$ cat config.mk
export PLATFORM = sky130hd
export DESIGN_NAME = if_stage
export DESIGN_NICKNAME = d
export VERILOG_FILES = /design/src/rtl/if_stage.sv
export SDC_FILE = /design/constraint.sdc
export NUM_CORES = 1
export LEC_CHECK = 0
export BUFFER_PORTS_ARGS = -buffer_cell sky130_fd_sc_hd__buf_4
export CAP_MARGIN = 20
export CORE_MARGIN = 2
export CORE_UTILIZATION = 38
export DETAILED_ROUTE_END_ITERATION = 10
export GPL_ROUTABILITY_DRIVEN = 0
export GPL_TIMING_DRIVEN = 0
export HOLD_SLACK_MARGIN = 0.02
export PLACE_DENSITY = 0.59
export SYNTH_ARGS = -nofsm -noshare
export SYNTH_HDL_FRONTEND = slang
export SYNTH_SLANG_ARGS = --single-unit
$ cat constraint.sdc
create_clock -name clk -period 3 [get_ports clk]
set_input_delay 0.9 -clock clk [delete_from_list [all_inputs] [get_ports clk]]
set_output_delay 0.9 -clock clk [all_outputs]
set_load 0.02 [all_outputs]
$ cat src/rtl/if_stage.sv
// Instruction fetch stage: owns the PC, fetches over a req/ack handshake and
// presents instruction + PC to decode, with a one-entry skid buffer that
// absorbs a word arriving while decode is stalled.
//
// state | meaning
// IDLE  | after reset, no request outstanding
// REQ   | request to pc_q outstanding, waiting for ack
// SKID  | one fetched word parked in the skid buffer, waiting for stall to drop
module if_stage #(
  parameter logic [31:0] RESET_PC = 32'h0000_0000,
  parameter int unsigned PC_STEP  = 4
) (
  input  logic        clk,
  input  logic        rst,
  input  logic        stall_i,
  output logic        inst_req_o,
  output logic [31:0] inst_addr_o,
  input  logic        inst_ack_i,
  input  logic [31:0] inst_rdata_i,
  output logic [31:0] id_pc_o,
  output logic [31:0] id_inst_o,
  output logic        id_valid_o
);

  localparam logic [31:0] PcInit = RESET_PC & 32'hFFFF_FFFC;
  localparam logic [31:0] PcStep = 32'(PC_STEP);

  typedef enum logic [1:0] {
    IDLE = 2'd0,
    REQ  = 2'd1,
    SKID = 2'd2
  } state_e;

  state_e      state_q;
  logic [31:0] pc_q;
  logic        req_q;
  logic        valid_q;
  logic [31:0] inst_q;
  logic [31:0] id_pc_q;
  logic [31:0] skid_inst_q;
  logic [31:0] skid_pc_q;

  // Fetch FSM, output slot and skid buffer; later assignments in the case
  // override the "slot consumed" clear so a load on the same edge wins.
  always_ff @(posedge clk) begin
    if (rst) begin
      state_q     <= IDLE;
      pc_q        <= PcInit;
      req_q       <= 1'b0;
      valid_q     <= 1'b0;
      inst_q      <= 32'h0;
      id_pc_q     <= 32'h0;
      skid_inst_q <= 32'h0;
      skid_pc_q   <= 32'h0;
    end else begin
      if (valid_q && !stall_i) begin
        valid_q <= 1'b0;
        inst_q  <= 32'h0;
        id_pc_q <= 32'h0;
      end
      case (state_q)
        IDLE: begin
          state_q <= REQ;
          req_q   <= 1'b1;
        end
        REQ: begin
          if (inst_ack_i) begin
            pc_q <= pc_q + PcStep;
            if (!valid_q || !stall_i) begin
              inst_q  <= inst_rdata_i;
              id_pc_q <= pc_q;
              valid_q <= 1'b1;
            end else begin
              skid_inst_q <= inst_rdata_i;
              skid_pc_q   <= pc_q;
              state_q     <= SKID;
              req_q       <= 1'b0;
            end
          end
        end
        SKID: begin
          if (!stall_i) begin
            inst_q  <= skid_inst_q;
            id_pc_q <= skid_pc_q;
            valid_q <= 1'b1;
            state_q <= REQ;
            req_q   <= 1'b1;
          end
        end
        default: begin
          state_q <= IDLE;
          req_q   <= 1'b0;
        end
      endcase
    end
  end

  assign inst_req_o  = req_q;
  assign inst_addr_o = {pc_q[31:2], 2'b00};
  assign id_pc_o     = id_pc_q;
  assign id_inst_o   = inst_q;
  assign id_valid_o  = valid_q;

endmodule

==> results.md <==
- Remaining antenna violation count after routing: 0
- Number of setup buffers added after CTS: 0
- Drt wl/cell: 16.7 µm
- RSZ-0062 raised after global routing: no
- Clock skew: ~0.0090 ns
- Synthesized flop and latch total: 160
- Clock transition at path regs: 0.06 ns
- CP max FO: 10
- Slew headroom: between 30 and 40%
- H-tree depth: 4
- Power Density: around 570 nW/µm²
- Yosys Warn Count: 0
- Final Core Density: between 50% and 60%
- Main synth FF type: dfxtp_1
- HPWL Detailed: 13400 µm
- CTS Hold Bufs: 0
- Slowest CP cell: clkbuf_1
- DR pass1 iterations: 5
- FILL cells: 1669
- DIE AREA: 18100 µm²
- Post-Syn Area: 6490 µm²
- Synth area leaders: dfxtp_1 (49%), a21oi_1 (11%), nand2_1 (8.3%)
- Post-CTS Resized: 0
- Clock Sinks: 160
- # DRC: 0
- Fin. Hold Viols: 0
- Worst hold path type: reg2reg
- Vias per cell: 5.41
- Max IR drop VDD: 0.387 mV
- Post-synth EDFFs: 0
- Fmax: 0.370 GHz
- Critical path's most frequent cell: clkbuf_1
- Status: completed
- Worst-path cell chain: inv_1, ha_1, clkbuf_1, and3_1, clkbuf_1, clkbuf_1, buf_2, a22oi_1, a21oi_1
- Port Buf Inserts: 129
- CP required: roughly 3.4 ns
- Crit. End Element: flip-flop
- Share of layout cells above drive strength 1: 19.2%
- Largest net degree at the start of global routing: 17
- Most common cell after layout, fill and taps aside: dfxtp_1
- Core Box Area: 16600 µm²
- WS Path Type: reg2reg
- Area delta synth->final: 28.9%
- First-pass GRT wire length: 30400 µm
- Final WL: 19400 µm
- Final min period: about 2.7 ns
- CTS tree: built
- Max-capacitance violation count: 0
- Chip width: 135 µm
- Commonest cells after routing, fill and taps aside: dfxtp_1 (160), nand2_1 (144), a21oi_1 (142)
- ANT cells: 0
- CP Data Arrival Time: between 3 and 4 ns
- # IOs: between 100 and 150
- Fraction of registers with async set/reset: 0%
- CTS buffer count: 17
- Startpoint types: flip-flop
- Yosys cell types: 44
- Fin. max-slew vios: 0
- Vias post-DR: 6276
- Initial antenna violation count: 0
- Clock Tree Buf Depth: 2
- Clock Latency Late Sink: 0.43 ns
- # setup viols final: 0
- Fin Setup TNS: 0 ns
- Tcrit/Tclk final: 90.0%
- Tightest Pin Transition: 1.00 ns
- Vias in the first global route: 5802
- Die Height: about 130 µm
- Critical Path Max Stage Delay: 0.43 ns
- Cells after Synth: 779
- Seq/Total Area, Yosys: about 49%
- Mean Syn Cell Area: 8.33 µm²
- Row count: 47
- GRT Util Overall: 21.2%
- Global route overflow: 0
- Initial core utilization: 39.0%
- Delay-heaviest family, CP: buffers and inverters
- Synth area leader: dfxtp_1
- Area share of the largest cell type after synthesis: 49.4%
- Leakage: a little under 3 nW
- Placed cell count: 1130
- Cell Count, Final, Fillers Out: 1161
- CP Buf/Inv Count: 5
- Final #Nets: 970
- Root Buffer: clkbuf_16
- Initial drt markers: 473
[cells in the mapped netlist (2+ instances only)]
cell type,n
and3_1,5
dfxtp_1,160
xor2_1,8
and4_1,6
buf_4,5
or3_2,3
buf_2,4
xnor2_1,3
nand3_2,2
nand2b_1,2
or2_2,2
nand3_1,8
o21ai_0,67
clkbuf_1,56
mux2_2,3
a21oi_1,142
o31ai_1,10
nand2_1,144
nand4_1,12
nor2b_1,2
nor2_1,21
a21boi_0,4
ha_1,5
or3_1,4
buf_6,2
nor4_1,3
and2_1,3
or4_1,12
a22oi_1,62
inv_1,4
nor3b_1,2
[cell families after synthesis]
logic type	Yosys count	share of synthesized area [%]
AO/OA/AOI/OAI	291	25.7
XOR/XNOR	11	1.49
adder cells (fa/ha/maj)	5	0.964
buffers and inverters	73	4.98
flip-flops	160	49.4
multiplexers	4	0.675
other	1	0.0578
AND/OR/NAND/NOR	234	16.8
[worst reg2reg max path, delay by kind of cell, from the launching register on]
family,cells,cell delay (ns)
fa+ha+maj,1,0.28
compound gates,2,0.31
simple gates,1,0.21
buf+inv,5,1.46
flops,1,0.38
[layer usage]
metal / vias up / track usage (%) / part of all wire, %
met5: - / 0 / 0
met4: 0 / 7.49 / 1.6
met3: 21 / 4.39 / 4.9
met2: 185 / 32.8 / 45
met1: 2996 / 29.4 / 48
li1: 3074 / - / -
[metrics by stage]
stage          instance area [µm²]  total power, mW  setup slack (ns)  hold WS [ns]
2_1_floorplan                 6490             2.38             0.570         0.434
3_3_place_gp                  7730             2.53            -0.315         0.442
3_5_place_dp                  7740             2.53           -0.0100         0.447
4_1_cts                       8360             4.82             0.292         0.455
5_1_grt                       8360             4.94            0.0933         0.471
6_report                      8360             4.78             0.299         0.454
[where the power goes]
part	total, mW	internal, mW	leakage [nW]	switching [mW]
sequential	2.16	2.15	1.29	0.0174
clock	2.29	1.43	0.296	0.856
combinational	0.326	0.107	1.36	0.219
[final timing paths]
kind	start	to	slack (ns)	cells past startpoint
setup / recovery	state_q[0]$_SDFFE_PP0P_	id_pc_o[20]$_SDFF_PP0_	0.30	9
hold reg to reg	skid_pc_q[25]$_SDFFE_PP0P_	skid_pc_q[25]$_SDFFE_PP0P_	0.45	2
hold / removal	skid_pc_q[25]$_SDFFE_PP0P_	skid_pc_q[25]$_SDFFE_PP0P_	0.45	2
setup reg to reg	state_q[0]$_SDFFE_PP0P_	id_pc_o[20]$_SDFF_PP0_	0.30	9
[registers in the layout (all words and copies together) (netlist names)]
register / cells
id_pc_o: 32
skid_inst_q: 32
state_q: 2
inst_req_o: 1
id_valid_o: 1
skid_pc_q: 30
pc_q: 30
id_inst_o: 32
[final cells by class]
type / instances / area (µm²) / area share, %
Clock buffer: 22 / 464 / 5.55
Timing Repair Buffer: 130 / 976 / 11.7
Tap cell: 220 / 275 / 3.29
Clock inverter: 9 / 158 / 1.88
Sequential cell: 160 / 3200 / 38.3
Inverter: 4 / 15.0 / 0.180
Buffer: 69 / 308 / 3.68
Multi-Input combinational cell: 547 / 2970 / 35.5
Power figures use the tool's default switching activity.
